`src/rtl/matrix_sched_pkg.sv`:
```
// Shared types for the matrix job scheduler.
// Descriptors are stored at a fixed maximum address width.
package matrix_sched_pkg;

  localparam int JOB_AW = 64;

  localparam logic [3:0] OP_NOP   = 4'd0;
  localparam logic [3:0] OP_GEMM  = 4'd1;
  localparam logic [3:0] OP_ADD   = 4'd2;
  localparam logic [3:0] OP_XPOSE = 4'd3;

  typedef struct packed {
    logic [3:0]        op;
    logic [JOB_AW-1:0] src_a;
    logic [JOB_AW-1:0] src_b;
    logic [JOB_AW-1:0] dst;
  } job_t;

  typedef enum logic [1:0] {
    S_IDLE,
    S_ISSUE,
    S_WAIT
  } state_e;

endpackage

```
`src/rtl/job_fifo.sv`:
```
// Circular job queue with occupancy count and flush.
// Push must never be asserted while full.
module job_fifo
  import matrix_sched_pkg::*;
#(
  parameter int DEPTH = 4,
  parameter int PW    = $clog2(DEPTH+1)
) (
  input  logic          clk,
  input  logic          rst_n,
  input  logic          i_push,
  input  logic          i_pop,
  input  logic          i_flush,
  input  job_t          i_din,
  output job_t          o_head,
  output logic [PW-1:0] o_count
);

  localparam int AW = $clog2(DEPTH);

  job_t          r_mem [DEPTH];
  logic [AW-1:0] r_wptr;
  logic [AW-1:0] r_rptr;
  logic [PW-1:0] r_count;

  always_ff @(posedge clk) begin
    if (i_push) r_mem[r_wptr] <= i_din;
  end

  always_ff @(posedge clk) begin
    if (!rst_n) begin
      r_wptr  <= '0;
      r_rptr  <= '0;
      r_count <= '0;
    end else if (i_flush) begin
      r_wptr  <= '0;
      r_rptr  <= '0;
      r_count <= '0;
    end else begin
      if (i_push) r_wptr <= r_wptr + AW'(1);
      if (i_pop)  r_rptr <= r_rptr + AW'(1);
      unique case ({i_push, i_pop})
        2'b10:   r_count <= r_count + PW'(1);
        2'b01:   r_count <= r_count - PW'(1);
        default: r_count <= r_count;
      endcase
    end
  end

  assign o_head  = r_mem[r_rptr];
  assign o_count = r_count;

endmodule

```
`src/rtl/matrix_job_sched.sv`:
```
// Matrix accelerator job scheduler: queues descriptors,
// dispatches one at a time and tracks completion status.
module matrix_job_sched
  import matrix_sched_pkg::*;
#(
  parameter int DEPTH  = 4,
  parameter int ADDR_W = 32,
  parameter int CNT_W  = 16
) (
  input  logic                       clk,
  input  logic                       rst_n,
  input  logic                       job_valid_i,
  output logic                       job_ready_o,
  input  logic [3:0]                 job_op_i,
  input  logic [ADDR_W-1:0]          job_src_a_i,
  input  logic [ADDR_W-1:0]          job_src_b_i,
  input  logic [ADDR_W-1:0]          job_dst_i,
  output logic                       acc_valid_o,
  input  logic                       acc_ready_i,
  output logic [3:0]                 acc_op_o,
  output logic [ADDR_W-1:0]          acc_src_a_o,
  output logic [ADDR_W-1:0]          acc_src_b_o,
  output logic [ADDR_W-1:0]          acc_dst_o,
  input  logic                       acc_done_i,
  input  logic                       acc_err_i,
  input  logic                       flush_i,
  input  logic                       irq_clr_i,
  output logic                       busy_o,
  output logic [$clog2(DEPTH+1)-1:0] pending_o,
  output logic [CNT_W-1:0]           done_cnt_o,
  output logic                       err_o,
  output logic                       irq_o
);

  localparam int PW = $clog2(DEPTH+1);

  state_e           r_state;
  logic [CNT_W-1:0] r_done_cnt;
  logic             r_err;
  logic             r_irq;

  job_t          w_in;
  job_t          w_head;
  logic [PW-1:0] w_count;
  logic          w_push;
  logic          w_pop;
  logic          w_issue;
  logic          w_done;
  logic          w_nonempty;
  logic          w_unused;

  assign w_in.op    = job_op_i;
  assign w_in.src_a = JOB_AW'(job_src_a_i);
  assign w_in.src_b = JOB_AW'(job_src_b_i);
  assign w_in.dst   = JOB_AW'(job_dst_i);

  assign w_nonempty  = (w_count != '0);
  assign job_ready_o = rst_n && (w_count < PW'(DEPTH)) && !r_err;
  assign w_push      = job_valid_i && job_ready_o && !flush_i;
  assign w_issue     = rst_n && (r_state == S_ISSUE);
  assign w_pop       = w_issue && acc_ready_i;
  assign w_done      = (r_state == S_WAIT) && acc_done_i;

  job_fifo #(.DEPTH(DEPTH), .PW(PW)) u_fifo (
    .clk     (clk),
    .rst_n   (rst_n),
    .i_push  (w_push),
    .i_pop   (w_pop),
    .i_flush (flush_i),
    .i_din   (w_in),
    .o_head  (w_head),
    .o_count (w_count)
  );

  // Descriptor is only presented while offering a job.
  assign acc_valid_o = w_issue;
  assign acc_op_o    = w_issue ? w_head.op : '0;
  assign acc_src_a_o = w_issue ? ADDR_W'(w_head.src_a) : '0;
  assign acc_src_b_o = w_issue ? ADDR_W'(w_head.src_b) : '0;
  assign acc_dst_o   = w_issue ? ADDR_W'(w_head.dst) : '0;
  assign w_unused    = ^w_head;

  assign busy_o     = (r_state != S_IDLE) || w_nonempty;
  assign pending_o  = w_count;
  assign done_cnt_o = r_done_cnt;
  assign err_o      = r_err;
  assign irq_o      = r_irq;

  always_ff @(posedge clk) begin
    if (!rst_n) begin
      r_state    <= S_IDLE;
      r_done_cnt <= '0;
      r_err      <= 1'b0;
      r_irq      <= 1'b0;
    end else begin
      if (w_done) r_done_cnt <= r_done_cnt + CNT_W'(1);
      // A completion wins over a same-cycle clear.
      if (w_done)              r_irq <= 1'b1;
      else if (irq_clr_i)      r_irq <= 1'b0;
      if (w_done && acc_err_i) r_err <= 1'b1;
      else if (irq_clr_i)      r_err <= 1'b0;
      unique case (r_state)
        S_IDLE: begin
          if (w_nonempty && !r_err && !flush_i)
            r_state <= S_ISSUE;
        end
        S_ISSUE: begin
          if (acc_ready_i)  r_state <= S_WAIT;
          else if (flush_i) r_state <= S_IDLE;
        end
        S_WAIT: begin
          if (acc_done_i) begin
            if (w_nonempty && !flush_i && !acc_err_i && !r_err)
              r_state <= S_ISSUE;
            else
              r_state <= S_IDLE;
          end
        end
        default: r_state <= S_IDLE;
      endcase
    end
  end

endmodule
```
`config.mk`:
```
export PLATFORM = sky130hd
export DESIGN_NAME = matrix_job_sched
export DESIGN_NICKNAME = d
export VERILOG_FILES = /design/src/rtl/matrix_sched_pkg.sv /design/src/rtl/job_fifo.sv /design/src/rtl/matrix_job_sched.sv
export SDC_FILE = /design/constraint.sdc
export NUM_CORES = 1
export LEC_CHECK = 0
export CELL_PAD_IN_SITES_DETAIL_PLACEMENT = 1
export CELL_PAD_IN_SITES_GLOBAL_PLACEMENT = 2
export CORE_MARGIN = 1.5
export CORE_UTILIZATION = 35
export DETAILED_ROUTE_END_ITERATION = 6
export PLACE_DENSITY = 0.7
export SLEW_MARGIN = 20
export SYNTH_ARGS = -nofsm -noshare
export SYNTH_HDL_FRONTEND = slang
export SYNTH_HIERARCHICAL = 1
export SYNTH_SLANG_ARGS = --single-unit
```
`constraint.sdc`:
```
create_clock -name clk -period 8 [get_ports clk]
set_input_delay 1.6 -clock clk [delete_from_list [all_inputs] [get_ports clk]]
set_output_delay 1.6 -clock clk [all_outputs]
set_load 0.02 [all_outputs]
```
; After elaboration in Yosys (flattened, before gate mapping)
; Memories as Yosys holds them, arrays and structs flattened. A register that Yosys moved wholly into a read port is not among the register bits.
; Cells that the tools add are included.
[totals]
register_bits = 27
ramBits = 400
inputBits = 108
output_inout_bits = 124
wordCells = 65
mem_count = 1
[memory_table]
columns = name, words, word_bits, rd, rd_ports_with_merged_regs, wr, line_no
row1 = u_fifo.r_mem, 4, 100, 1, 1, 1, job_fifo.sv:21  ; job_t r_mem [DEPTH];
[op_classes]
add_sub_neg = 5
n_lt_le_gt_ge = 1
eq_ne = 7
n_mux = 18
n_bitwise = 1
n_reduce_logical = 25
[op_table]
columns = cell, count
row1 = two-way mux 32 bit, 3
row2 = "adder 16 x 1 -> 16 bit, second input constant", 1
row3 = logical AND 1 bit, 13
row4 = two-way mux 2 bit, 6
row5 = nonzero test 2 bit, 4
row6 = two-way mux 1 bit, 6
row7 = case mux 2 bit (3 select lines), 1
row8 = case mux 3 bit (2 select lines), 1
row9 = "adder 2 x 1 -> 2 bit, second input constant", 2
row10 = "equality test 2 x 1 -> 1 bit, second input constant", 2
row11 = "equality test 2 bit, second input constant", 2
row12 = two-way mux 4 bit, 1
row13 = "inequality test 2 bit, second input constant", 2
row14 = "adder 3 x 1 -> 3 bit, second input constant", 1
row15 = zero test 1 bit, 3
row16 = "less-than comparator 3 bit, second input constant", 1
row17 = "inequality test 3 bit, second input constant", 1
row18 = AND reduction 3 bit, 1
row19 = nonzero test 3 bit, 1
row20 = "subtractor 3 x 1 -> 3 bit, second input constant", 1
row21 = zero test 2 bit, 1
row22 = OR reduction 2 bit, 1
row23 = logical OR 1 bit, 1
row24 = inverter 1 bit, 1

; Depth between registers and ports, before layout
; Gate-level depths: netlist of run 1.
[depth]
depth_word = 7
depth_mapped = 10
depth_no_buf = 10

; Modules after synthesis
; Netlist of run 1, hierarchy kept.
[by_module_without_submodules]
columns = module, n_inst, cells_per_inst, area_each_um2, seq_area_each_um2
row1 = job_fifo, 1, 1070, 28705.0, 23722.8
row2 = matrix_job_sched, 1, 224, 1634.1, 400.4

; Worst setup path after synthesis of run 1
; No wires, ideal clock.
[synth_timing]
path_type = input to register
start = input rst_n
end = memory u_fifo/r_mem[0][0] (netlist name) (enable)
arrival_time_ns = 6.994
required_ns = 7.420
setup_slack_ns = 0.427
stages = 4
cell_sequence = inv_1 > nor3_1 > and3b_1 > and2_1
[synth_between]
elab_chain_cells = 6
[synth_lines]
columns = item, line_no
row1 = "start, declared", matrix_job_sched.sv:11  ; input logic rst_n,
row2 = logical AND 1 bit (2 in series), matrix_job_sched.sv:58  ; assign job_ready_o = rst_n && (w_count < PW'(DEPTH)) && !r_err;
row3 = named net job_ready_o, matrix_job_sched.sv:13  ; output logic job_ready_o,
row4 = logical AND 1 bit (2 in series), matrix_job_sched.sv:59  ; assign w_push = job_valid_i && job_ready_o && !flush_i;
row5 = named net w_push, matrix_job_sched.sv:45  ; logic w_push;
row6 = two-way mux 1 bit, job_fifo.sv:27  ; if (i_push) r_mem[r_wptr] <= i_din;
row7 = two-way mux 1 bit (not written as such), job_fifo.sv:27
row8 = "end, declared", job_fifo.sv:21
; The timed path passes the listed nets, and every way through them passes these cells.

; Worst setup path in the final report of run 1
[layout_timing]
start = input rst_n
end = output acc_src_b_o[16]
[layout_between]
elab_chain_cells = 2
[layout_lines]
columns = item, line_no
row1 = logical AND 1 bit, matrix_job_sched.sv:60  ; assign w_issue = rst_n && (r_state == S_ISSUE);
row2 = two-way mux 32 bit, matrix_job_sched.sv:79  ; assign acc_src_b_o = w_issue ? ADDR_W'(w_head.src_b) : '0;
row3 = "end, declared", matrix_job_sched.sv:22  ; output logic [ADDR_W-1:0] acc_src_b_o,
; Every way passes these cells.

==> reports/summary.txt, run 1 <==
Core ar. = 46700 um^2
DR WL/cell = 20.9 um
CTS buffer count = 47
Iter 0 DRT Violations = 381
Worst slew margin = 0.329
Most common cell after layout, fill and taps aside = edfxtp_1
Total global-route track usage = 0.147
Final core occ = 0.447
Chip width = 221 um
Worst path depth = 6
Post-Route WL = 35200 um
Worst reg2reg setup slack = 5.03 ns
Clock transition at the registers of the reported paths = 0.06 ns
Setup TNS after final layout = 0 ns
First-pass iteration count of the detailed router = 7
Total grt overflow = 0
Die H = 221 um
PortBufs = 231
Fmax = 168 MHz
CTS max path bufs = 3
Syn Inst Count = 801
Tightest Pin Transition = 1.01 ns
DP Wirelength = 20900 um
Maximum vdd drop = 0.168 mV
Detail Route Antenna Nets = 0
Syn-to-layout area delta = 25.8%
CTS tree = built
Share of cells above drive strength 1 = 0.167
Initial antenna violation count = 3
H-Tree Depth = 2
Via density = 4.80
Worst Setup End Kind = primary output
Residual DRC = 26
Clk_lat worst skew = 0.57 ns
Max cap viols = 0
Crit path max fanout = 57
GP Congestion = 0.684
Slowest-stage cell, CP = clkdlybuf4s50_1
RSZ-0062 raised after global routing = no
Worst hold slack = 0.491 ns
Commonest cells after routing, fill and taps aside = 400 x edfxtp_1, 231 x clkdlybuf4s50_1, 101 x and2_1
Period utilization = 0.745
Rows = 79
Power per cell area = 218 nW/um^2
Clock skew = 0.0133 ns
Critical path cell sequence = clkdlybuf4s50_1 -> inv_1 -> nor3b_2 -> buf_4 -> and2_1 -> clkdlybuf4s50_1
Worst Path Required = 6.40 ns
Post-CTS repair timing setup buffer count = 0
WHS Path Cells = 2
CP bufs+invs = 4
Vias in the first global route = 8787
PnR worst setup slack = 2.04 ns
Worst setup path category = input pin to primary output
DP Worst Slack = 1.96 ns
Vias = 8090
CTS Root Cell = clkbuf_16
Initial Util = 0.355
Min-delay worst type = register to register
Setup violations, final = 0
Syn nets = 916
Min Tclk post-route = 5.96 ns
Cts hold-fix bufs = 0
Io pins = 232
Total Die Area = 48600 um^2
Final slew viol count = 0
Largest net degree at the start of global routing = 77
Violated checks = DRC
Global-route wire length before repair = 53400 um
Max stage delay on crit path = 0.62 ns
Leakage = 6.48 nW
Final instance area = 20800 um^2
Status = complete, but fails checks
Final nets = 1157
Yosys Warn Count = 6
Final hold violation count = 0
CP top delay family = buffers and inverters
Syn Std Cell Area = 16600 um^2
CTS resizes = 0
FF-to-FF path depth = 9
Syn_area_per_cell = 20.7 um^2
Dpl cell area = 19500 um^2
Fill cells = 4443
CTS sink count = 429
Arr. time, crit path = 4.36 ns
Top cell by count, worst path = clkdlybuf4s50_1
Startpoint types = input pin
path summary, 6_finish.rpt:
path / start / to
worst max-delay path: rst_n / acc_src_b_o[16]
worst min-delay path: done_cnt_o[15] / done_cnt_o[15]
worst max register to register: r_state[0] / u_fifo/o_count[2]
worst min register to register: done_cnt_o[15] / done_cnt_o[15]
worst reg2reg max path: stages (launching register included):
cell     delay (ns)
dfxtp_1        0.45
nor3b_2        0.44
buf_4          0.48
and2_1         0.29
ha_1           0.20
inv_1          0.06
fa_1           0.37
xor2_1         0.16
or3_1          0.31
a21oi_1        0.14
per-layer routing:
metal / wire (um) / vias up / global-route usage / part of all wire
li1: - / 3664 / - / -
met1: 15100 / 4183 / 0.194 / 0.43
met2: 17500 / 179 / 0.242 / 0.50
met3: 1810 / 58 / 0.0345 / 0.051
met4: 737 / 6 / 0.0464 / 0.021
met5: 38 / - / 0 / 0.0011
flip-flops by register name (all words and copies together) (netlist names), named ones only:
name and cells:
done_cnt_o 16, err_o 1, irq_o 1, r_state 2, u_fifo/o_count 3, u_fifo/r_mem 400, u_fifo/r_rptr 2, u_fifo/r_wptr 2
where the power goes:
part,switching (mW),leakage (nW),internal (mW)
combinational,0.0541,1.96,0.0672
sequential,0.00413,3.85,2.47
clock,0.840,0.672,1.10
area by class of cell:
| class | count | area [um^2] | share of cell area |
|---|---|---|---|
| diodes | 1 | 2.50 | 0.000120 |
| multi-input cells | 313 | 3630 | 0.174 |
| clock buffers | 63 | 1260 | 0.0604 |
| repair buffers | 241 | 2420 | 0.116 |
| clock inverters | 22 | 121 | 0.00583 |
| flip-flops and latches | 429 | 12600 | 0.605 |
| inverters | 10 | 37.5 | 0.00180 |
| well taps | 607 | 759 | 0.0365 |
stage by stage:
stage / total power, mW / instances
after floorplan: 2.55 / 801
after global placement: 2.64 / 1600
after detailed placement: 2.65 / 1600
after CTS: 4.62 / 1685
after global routing: 4.70 / 1685
final: 4.54 / 1686
Power figures use the tool's default switching activity.
==> run 2, diff against run 1 <==
--- a/config.mk
+++ b/config.mk
@@ -10,7 +10,7 @@
 export CORE_MARGIN = 1.5
 export CORE_UTILIZATION = 35
 export DETAILED_ROUTE_END_ITERATION = 6
-export PLACE_DENSITY = 0.7
+export PLACE_DENSITY = 0.72
 export SLEW_MARGIN = 20
 export SYNTH_ARGS = -nofsm -noshare
 export SYNTH_HDL_FRONTEND = slang
==> constraint.sdc (replaced) <==
create_clock -name clk -period 5.15 [get_ports clk]
set_input_delay 1.03 -clock clk [delete_from_list [all_inputs] [get_ports clk]]
set_output_delay 1.03 -clock clk [all_outputs]
set_load 0.02 [all_outputs]
==> run 2 against run 1 <==
Compared with the run above:
- the flow still finishes with violations (DRC)
- critical path depth unchanged
- routed wire length up 1.7%
- clock power up 75%
- cell count grew 0.65%
- worst setup slack worse by 1.1 ns
- hold slack worse by 0.0089 ns
- non-clock buffer count is 11 higher
- first-iteration DRC count grew 34%
- combinational power rose by 59%
- total power grew 64%
- die area stayed put
- sequential cell count unchanged
- critical endpoint is now acc_src_b_o[17]
==> reports/summary.txt, run 2 (synthesized netlist as in run 1, its figures left out) <==
Status = complete, but fails checks (unchanged)
Violated checks = DRC (unchanged)
Final core occ = 0.453 (was 0.447)
Final instance area = 21100 um^2 (was 20800 um^2)
Worst slew margin = 0.502 (was 0.329)
Min-delay worst type = register to register (unchanged)
Worst hold slack = 0.482 ns (was 0.491 ns)
CTS Root Cell = clkbuf_16 (unchanged)
Post-Route WL = 35800 um (was 35200 um)
Vias = 8179 (was 8090)
DR WL/cell = 21.1 um (was 20.9 um)
Tightest Pin Transition = 0.747 ns (was 1.01 ns)
Arr. time, crit path = 3.14 ns (was 4.36 ns)
CTS max path bufs = 3 (unchanged)
Chip width = 221 um (unchanged)
Power per cell area = 351 nW/um^2 (was 218 nW/um^2)
Initial antenna violation count = 3 (unchanged)
Final hold violation count = 0 (unchanged)
Core ar. = 46700 um^2 (unchanged)
CTS sink count = 429 (unchanged)
Fmax = 240 MHz
Period utilization = 0.809
Met2 usage = 0.254 (was 0.242)
Clock skew = 0.0230 ns (was 0.0133 ns)
Share of cells above drive strength 1 = 0.185 (was 0.167)
First-pass iteration count of the detailed router = 6 (was 7)
Register area = 12600 um^2 (unchanged)
GR met3 Demand/Resource = 0.0367 (was 0.0345)
Max stage delay on crit path = 0.60 ns (was 0.62 ns)
Max cap viols = 0 (unchanged)
Die H = 221 um (unchanged)
Clock transition at the registers of the reported paths = 0.06 ns (about the same)
DP Worst Slack = 0.987 ns (was 1.96 ns)
CTS buffer count = 47 (unchanged)
Global-route wire length before repair = 53800 um (was 53400 um)
Residual DRC = 28 (was 26)
Dpl cell area = 19600 um^2 (was 19500 um^2)
Slowest-stage cell, CP = clkdlybuf4s50_1 (unchanged)
Total global-route track usage = 0.150 (was 0.147)
CTS resizes = 0 (unchanged)
Max reg flops = 400 (unchanged)
H-Tree Depth = 2 (unchanged)
Final slew viol count = 0 (unchanged)
Startpoint types = input pin (unchanged)
Total Die Area = 48600 um^2 (unchanged)
PortBufs = 231 (unchanged)
Fill cells = 4420 (was 4443)
GR peak layer = met2 (unchanged)
Io pins = 232 (unchanged)
Cts hold-fix bufs = 0 (unchanged)
Final nets = 1168 (was 1157)
Worst Path Required = 4.12 ns (was 6.40 ns)
Area occupied by multi-input gates = 3630 um^2 (unchanged)
DP Wirelength = 22200 um (was 20900 um)
Setup TNS after final layout = 0 ns (unchanged)
Fin cells = 1697 (was 1686)
Total power = 7.42 mW (was 4.54 mW)
Syn-to-layout area delta = 27.7% (was 25.8%)
Post-CTS repair timing setup buffer count = 0 (unchanged)
Commonest cells after routing, fill and taps aside = 400 x edfxtp_1, 231 x clkdlybuf4s50_1, 101 x and2_1 (unchanged)
RSZ-0062 raised after global routing = no (unchanged)
Critical path cell sequence = clkdlybuf4s50_1 -> inv_1 -> nor3b_2 -> buf_4 -> and2_1 -> clkdlybuf4s50_1 (unchanged)
Min Tclk post-route = 4.17 ns
CTS tree = built (unchanged)
Rows = 79 (unchanged)
Largest register by flop count = u_fifo/r_mem (unchanged)
Clk_lat worst skew = 0.58 ns (was 0.57 ns)
Leakage = 6.65 nW (was 6.48 nW)
Largest net degree at the start of global routing = 59 (was 77)
Worst Setup End Kind = primary output (unchanged)
Detail Route Antenna Nets = 0 (unchanged)
Total grt overflow = 0 (unchanged)
Maximum vdd drop = 0.261 mV (was 0.168 mV)
Crit path max fanout = 58 (was 57)
PnR worst setup slack = 0.984 ns (was 2.04 ns)
M1 GR Usage = 0.188 (was 0.194)
Via density = 4.82 (was 4.80)
Initial Util = 0.355 (unchanged)
Dpl cells = 1611 (was 1600)
Setup violations, final = 0 (unchanged)
Worst setup path category = input pin to primary output (unchanged)
Vias in the first global route = 8852 (was 8787)
Iter 0 DRT Violations = 510 (was 381)
Most common cell after layout, fill and taps aside = edfxtp_1 (unchanged)
Top cell by count, worst path = clkdlybuf4s50_1 (unchanged)
GP Congestion = 0.691 (was 0.684)
-- run 2: cell types whose count changed in the layout (fill, tap and decap cells not counted), sizes merged --
cell,change
bufinv,+7
buf,+11
clkbuf,-6
clkinv,-1
inv,-1
clkinvlp,+1
-- run 2: layout make-up --
type / instances / share of cell area
clock inverters: 28 / 0.0157
diodes: 1 / 0.000118
well taps: 607 / 0.0359
clock buffers: 57 / 0.0584
repair buffers: 252 / 0.120
flip-flops and latches: 429 / 0.596
multi-input cells: 313 / 0.172
inverters: 10 / 0.00178
-- run 2: power by group --
part	switching [mW]	internal (mW)	total [mW]
Sequential	0.00636	3.84	3.84
Clock	1.33	2.06	3.39
Combinational	0.0856	0.106	0.192
-- run 2: path summary, 6_finish.rpt --
kind / startpoint / end / slack, ns / cells after the start
worst max-delay path: rst_n / acc_src_b_o[17] / 0.98 / 6
worst min-delay path: done_cnt_o[15] / done_cnt_o[15] / 0.48 / 2
worst max register to register: r_state[0] / u_fifo/o_count[2] / 2.40 / 9
worst min register to register: done_cnt_o[15] / done_cnt_o[15] / 0.48 / 2
-- run 2: routing by layer --
metal,wire [um],vias up
li1,-,3682
met4,889,4
met2,18300,169
met1,15000,4260
met3,1680,64
met5,29,-
-- run 2: critical path, delay by kind of cell --
kind / cells / cell delay, ns
buffers and inverters: 4 / 1.59
and+or+nand+nor: 2 / 0.46
